`config.mk`:
```
export PLATFORM = sky130hd
export DESIGN_NAME = multiword_add_seq_flat
export DESIGN_NICKNAME = d
export VERILOG_FILES = /design/src/rtl/multiword_add_seq_pkg.sv /design/src/rtl/multiword_add_seq_if.sv /design/src/rtl/multiword_add_seq.sv /design/src/flat_wrapper.sv
export SDC_FILE = /design/constraint.sdc
export NUM_CORES = 1
export LEC_CHECK = 0
export ABC_AREA = 1
export BUFFER_PORTS_ARGS = -buffer_cell sky130_fd_sc_hd__buf_2
export CELL_PAD_IN_SITES_DETAIL_PLACEMENT = 2
export CELL_PAD_IN_SITES_GLOBAL_PLACEMENT = 2
export CORE_ASPECT_RATIO = 1.4
export CORE_MARGIN = 8
export CORE_UTILIZATION = 30
export DETAILED_ROUTE_END_ITERATION = 12
export PLACE_DENSITY_LB_ADDON = 0.1
export SETUP_SLACK_MARGIN = 0.02
export SLEW_MARGIN = 15
export SYNTH_ARGS = -nofsm -noshare
export SYNTH_HDL_FRONTEND = slang
export SYNTH_SLANG_ARGS = --single-unit
```
`constraint.sdc`:
```
create_clock -name clk -period 3.7 [get_ports clk]
set_input_delay 0.555 -clock clk [delete_from_list [all_inputs] [get_ports clk]]
set_output_delay 0.555 -clock clk [all_outputs]
set_load 0.005 [all_outputs]
```
`src/rtl/multiword_add_seq_pkg.sv`:
```
// Shared constants and FSM encoding for the multiword add sequencer.
// Word width default and state type live here so the datapath can be swapped.
package multiword_add_seq_pkg;

  localparam int W_COE = 8;

  typedef enum logic [1:0] {
    S_IDLE = 2'd0,
    S_RUN  = 2'd1,
    S_DONE = 2'd2
  } state_t;

endpackage

```
`src/rtl/multiword_add_seq_if.sv`:
```
// Request, result and adder-datapath signals of the multiword add sequencer.
// master = upstream/adder side, slave = the sequencer itself.
interface multiword_add_seq_if #(
  parameter int WIDTH  = multiword_add_seq_pkg::W_COE,
  parameter int NWORDS = 4
);

  localparam int OW = NWORDS * WIDTH;

  logic          in_valid;
  logic          in_ready;
  logic [OW-1:0] in_a;
  logic [OW-1:0] in_b;
  logic          in_cin;

  logic [WIDTH-1:0] add_a;
  logic [WIDTH-1:0] add_b;
  logic             add_cin;
  logic [WIDTH-1:0] add_sum;
  logic             add_cout;

  logic          out_valid;
  logic          out_ready;
  logic [OW-1:0] out_sum;
  logic          out_cout;

  modport slave (
    input  in_valid, in_a, in_b, in_cin,
    output in_ready,
    output add_a, add_b, add_cin,
    input  add_sum, add_cout,
    output out_valid, out_sum, out_cout,
    input  out_ready
  );

  modport master (
    output in_valid, in_a, in_b, in_cin,
    input  in_ready,
    input  add_a, add_b, add_cin,
    output add_sum, add_cout,
    input  out_valid, out_sum, out_cout,
    output out_ready
  );

endinterface

```
`src/rtl/multiword_add_seq.sv`:
```
// Feeds a wide add one word per cycle (LSW first) to an external adder,
// chains the carry through a register and collects the wide result.
module multiword_add_seq
  import multiword_add_seq_pkg::*;
#(
  parameter int WIDTH  = W_COE,
  parameter int NWORDS = 4
) (
  input  logic                clk,
  input  logic                rst,
  multiword_add_seq_if.slave  bus,
  output logic                busy
);

  localparam int OW = NWORDS * WIDTH;
  localparam int IW = (NWORDS > 1) ? $clog2(NWORDS) : 1;
  localparam logic [IW-1:0] LAST = IW'(NWORDS - 1);

  state_t        state;
  state_t        state_nx;
  logic [IW-1:0] idx;
  logic          carry;
  logic [OW-1:0] op_a;
  logic [OW-1:0] op_b;
  logic [OW-1:0] res;
  logic          cout_q;

  // State register.
  always_ff @(posedge clk) begin
    if (rst) state <= S_IDLE;
    else     state <= state_nx;
  end

  // Next-state and handshake/datapath drive.
  always_comb begin
    state_nx      = state;
    bus.in_ready  = 1'b0;
    bus.out_valid = 1'b0;
    bus.add_a     = '0;
    bus.add_b     = '0;
    bus.add_cin   = 1'b0;
    busy          = 1'b1;
    unique case (state)
      S_IDLE: begin
        bus.in_ready = 1'b1;
        busy         = 1'b0;
        if (bus.in_valid) state_nx = S_RUN;
      end
      S_RUN: begin
        bus.add_a   = op_a[idx*WIDTH +: WIDTH];
        bus.add_b   = op_b[idx*WIDTH +: WIDTH];
        bus.add_cin = carry;
        if (idx == LAST) state_nx = S_DONE;
      end
      S_DONE: begin
        bus.out_valid = 1'b1;
        if (bus.out_ready) state_nx = S_IDLE;
      end
      default: begin
        state_nx = S_IDLE;
        busy     = 1'b0;
      end
    endcase
  end

  // Operand latch, word index, carry chain and result collection.
  always_ff @(posedge clk) begin
    if (rst) begin
      idx    <= '0;
      carry  <= 1'b0;
      op_a   <= '0;
      op_b   <= '0;
      res    <= '0;
      cout_q <= 1'b0;
    end else begin
      if (state == S_IDLE && bus.in_valid) begin
        op_a  <= bus.in_a;
        op_b  <= bus.in_b;
        carry <= bus.in_cin;
        idx   <= '0;
      end
      if (state == S_RUN) begin
        res[idx*WIDTH +: WIDTH] <= bus.add_sum;
        carry                   <= bus.add_cout;
        if (idx == LAST) cout_q <= bus.add_cout;
        else             idx    <= idx + 1'b1;
      end
    end
  end

  assign bus.out_sum  = res;
  assign bus.out_cout = cout_q;

endmodule
```
`src/flat_wrapper.sv`:
```
// flat-port wrapper written by rule: the top's interface ports become plain ports
module multiword_add_seq_flat import multiword_add_seq_pkg::*;
#(
  parameter int WIDTH  = W_COE,
  parameter int NWORDS = 4
)
  (clk, rst, busy, bus_in_valid, bus_in_a, bus_in_b, bus_in_cin, bus_in_ready, bus_add_a, bus_add_b, bus_add_cin, bus_add_sum, bus_add_cout, bus_out_valid, bus_out_sum, bus_out_cout, bus_out_ready);
  multiword_add_seq_if #(.WIDTH(WIDTH), .NWORDS(NWORDS)) bus_i ();
  input  logic clk;
  input  logic rst;
  output logic busy;
  input wire logic [$bits(bus_i.in_valid)-1:0] bus_in_valid;
  input wire logic [$bits(bus_i.in_a)-1:0] bus_in_a;
  input wire logic [$bits(bus_i.in_b)-1:0] bus_in_b;
  input wire logic [$bits(bus_i.in_cin)-1:0] bus_in_cin;
  output wire logic [$bits(bus_i.in_ready)-1:0] bus_in_ready;
  output wire logic [$bits(bus_i.add_a)-1:0] bus_add_a;
  output wire logic [$bits(bus_i.add_b)-1:0] bus_add_b;
  output wire logic [$bits(bus_i.add_cin)-1:0] bus_add_cin;
  input wire logic [$bits(bus_i.add_sum)-1:0] bus_add_sum;
  input wire logic [$bits(bus_i.add_cout)-1:0] bus_add_cout;
  output wire logic [$bits(bus_i.out_valid)-1:0] bus_out_valid;
  output wire logic [$bits(bus_i.out_sum)-1:0] bus_out_sum;
  output wire logic [$bits(bus_i.out_cout)-1:0] bus_out_cout;
  input wire logic [$bits(bus_i.out_ready)-1:0] bus_out_ready;
  assign bus_i.in_valid = bus_in_valid;
  assign bus_i.in_a = bus_in_a;
  assign bus_i.in_b = bus_in_b;
  assign bus_i.in_cin = bus_in_cin;
  assign bus_in_ready = bus_i.in_ready;
  assign bus_add_a = bus_i.add_a;
  assign bus_add_b = bus_i.add_b;
  assign bus_add_cin = bus_i.add_cin;
  assign bus_i.add_sum = bus_add_sum;
  assign bus_i.add_cout = bus_add_cout;
  assign bus_out_valid = bus_i.out_valid;
  assign bus_out_sum = bus_i.out_sum;
  assign bus_out_cout = bus_i.out_cout;
  assign bus_i.out_ready = bus_out_ready;
  multiword_add_seq #(.WIDTH(WIDTH), .NWORDS(NWORDS)) u_core (.clk(clk), .rst(rst), .bus(bus_i), .busy(busy));
endmodule
```
==> metrics.md <==
| Metric | Value |
|---|---|
| FF/Latch Area | `0.002043 mm^2` |
| Largest net degree at the start of global routing | `84` |
| Worst Hold Path Cells | `3` |
| First-pass GRT wire length | `25880 um` |
| Worst EP arrival | `2.07 ns` |
| Post-CTS setup buffer count | `0` |
| Clk root buf | `clkbuf_16` |
| Cell variety after synth | `22` |
| Clock buffer count from CTS | `9` |
| Core area | `0.01485 mm^2` |
| Period Utilization, post-route | `0.7086` |
| Share of layout cells above drive strength 1 | `0.2318` |
| Fin. Hold Viols | `0` |
| Fin Hold WS | `0.4456 ns` |
| Hold_buf cts | `0` |
| Final setup margin | `1.078 ns` |
| Met3 Use GR | `0.03633` |
| WL per Instance | `17.23 um` |
| Required time of the critical path | `3.14 ns` |
| Lkg Pwr | `2.398 nW` |
| Multi-input logic area | `0.002152 mm^2` |
| Int Pwr | `2.196 mW` |
| Layout Nets | `824` |
| Die Y | `161.0 um` |
| Crit Path Max Fanout | `34` |
| Post-Syn Area | `0.004507 mm^2` |
| Met2 GRT Util | `0.3203` |
| Pwr Density | `617.2 mW/mm^2` |
| Chip width | `119.6 um` |
| Post_cts resized | `0` |
| Worst skew pair latency | `0.34 ns` |
| Combinational Power Share | `0.297` |
| Status | `completed` |
| FMAX | `0.3814 GHz` |
| Post-Syn Nets | `720` |
| Antenna violations before repair | `0` |
| Post-Place Setup Slack | `1.365 ns` |
| Remaining Overflow, GRT | `0` |
| Clock skew | `0.008659 ns` |
| DR vias/cell | `4.882` |
| Critical path class | `flop to primary output` |
| Via count | `4560` |
| Starting Density | `0.3034` |
| CP Launch Type | `flop` |
| Synth Instances | `634` |
| Slew @ Worst Pin | `0.9606 ns` |
| MaxCap Viol Count | `0` |
| Crit. End Element | `primary output` |
| Total wire length | `16090 um` |
| Rel. slew slack | `0.3588` |
| H-tree lvl count | `3` |
| Setup TNS | `0 ns` |
| Grt peak-use layer | `met2` |
| Initial DRC Count | `129` |
| R2r worst-path depth | `6` |
| GRT Total Usage | `0.1669` |
| Drt pass-1 iters | `4` |
| Reg clk slew, reported paths | `0.07 ns` |
| Sw Pwr | `1.223 mW` |
| Yosys Warn Count | `0` |
| Main area contributors after synthesis | `dfxtp_1 (45%), nor2_1 (14%), nand2_1 (7.9%)` |
| Min-Delay Path Class | `primary input to flop` |
| Cell type with the largest total area after synthesis | `dfxtp_1` |
| RSZ-0062 raised after global routing | `no` |
| Detail Route Antenna Nets | `0` |
| Reg power frac | `0.404` |
| Total power draw | `3.419 mW` |
| GPL Wtd Cong | `0.7353` |
| Sequential element share of the synthesized area | `0.4531` |
| Ports | `131` |
| CTS tree | `built` |
| Rows | `53` |
| Crit path time final | `2.622 ns` |
| Synth Register Bits | `102` |
| Antenna fix cells | `0` |
| Power share of the clock group | `0.298` |
| Vias in the first global route | `5149` |
| Synth-to-Final Area Change | `22.90%` |
| Port Buffer Count | `130` |
| Filler instances | `1826` |
| Final setup viols | `0` |
| Detailed-route DRC error count | `0` |
| Die footprint | `0.01926 mm^2` |
| Synth top area share | `0.4531` |
| Num Clock Sinks | `102` |
| Sw Share | `0.3577` |
| Max Slew Vio Count | `0` |
| Syn_area_per_cell | `7.109 um^2` |
| Global-route met1 utilization | `0.1739` |
| Clk buf depth | `2` |
| Worst VDD drop | `230.9 uV` |
| Detailed placement HPWL | `11640 um` |
-- logic make-up (layout without fill, tap and decap cells) --
logic type,Yosys count,count (layout),share of synthesized area
AND/OR/NAND/NOR,294,294,0.2776
AO/OA/AOI/OAI,159,159,0.1771
flip-flops,102,102,0.4531
buffers and inverters,71,179,0.06996
adder cells (fa/ha/maj),8,8,0.02221
-- path summary, 6_finish.rpt --
| check | slack [ns] | to | from |
|---|---|---|---|
| worst max-delay path | 1.08 | bus_add_b[1] | u_core.idx[0] |
| worst min-delay path | 0.45 | u_core.op_a[19] | bus_in_a[19] |
| worst max register to register | 1.53 | u_core.bus.out_sum[29] | u_core.idx[0] |
| worst min register to register | 0.46 | u_core.op_a[13] | u_core.op_a[13] |
-- final cells by class --
cell class	count	area share
Timing Repair Buffer	133	0.1215
Sequential cell	102	0.3689
Inverter	31	0.02123
Multi-Input combinational cell	461	0.3885
Clock buffer	10	0.04134
Tap cell	192	0.04337
Clock inverter	5	0.01513
-- placed cells by master (no fill, tap or decap), types with 2 or more instances in the layout --
cell	Yosys	routed
inv_1	24	24
buf_2	20	130
nand2_4	2	2
clkinvlp_4	0	2
ha_1	8	8
nand2_2	2	3
nand3_2	8	8
nand2_1	95	94
dfxtp_1	102	101
o21ai_1	33	33
clkbuf_16	0	9
nor2_4	2	2
nand3_1	3	3
buf_4	6	3
a21oi_1	68	68
nor2_1	172	172
nand3b_1	8	8
inv_2	7	6
o21ai_0	57	57
bufinv_16	0	2
-- metrics by stage --
stage	instance area [um^2]	utilization	instances
floorplan	4507	-	634
global placement	5225	0.3518	919
CTS	5538	0.3728	934
detailed placement	5225	0.3518	919
global route	5539	0.3729	934
finish	5539	0.3729	934
-- Yosys cell counts (all sizes together) --
master / n
nand3b: 8
clkbuf: 14
a21oi: 68
a211oi: 1
ha: 8
o21ai: 90
inv: 31
dfxtp: 102
nor3: 1
nand2: 99
nand3: 11
buf: 26
nor2: 175
-- sequential cells by signal (all words and copies together), names as in the netlist --
register,flops
u_core.idx,2
u_core.carry,1
u_core.state,2
u_core.op_a,32
u_core.bus.out_cout,1
u_core.bus.out_sum,32
u_core.op_b,32
-- power groups by stage --
| stage | Clock (mW) | Sequential (mW) | Combinational (mW) |
|---|---|---|---|
| 6_report | 1.02 | 1.38 | 1.02 |
| 5_1_grt | 1.09 | 1.40 | 1.17 |
| 4_1_cts | 1.05 | 1.38 | 1.05 |
| 3_5_place_dp | 0 | 1.41 | 1.04 |
| 3_3_place_gp | 0 | 1.40 | 0.991 |
| 2_1_floorplan | 0 | 1.36 | 0.742 |
-- layer usage --
metal	wire length [um]	vias up
met4	263	0
met3	684	19
met1	6460	2196
li1	-	2239
met5	0	-
met2	8681	106
-- worst max-delay path: stages, from the launching register on --
cell	delay, ns
dfxtp_2	0.56
buf_4	0.46
nor2_1	0.09
nor2_1	0.12
o21ai_0	0.11
a21oi_1	0.20
buf_2	0.15
No activity file was read; power rests on OpenSTA's default activity.
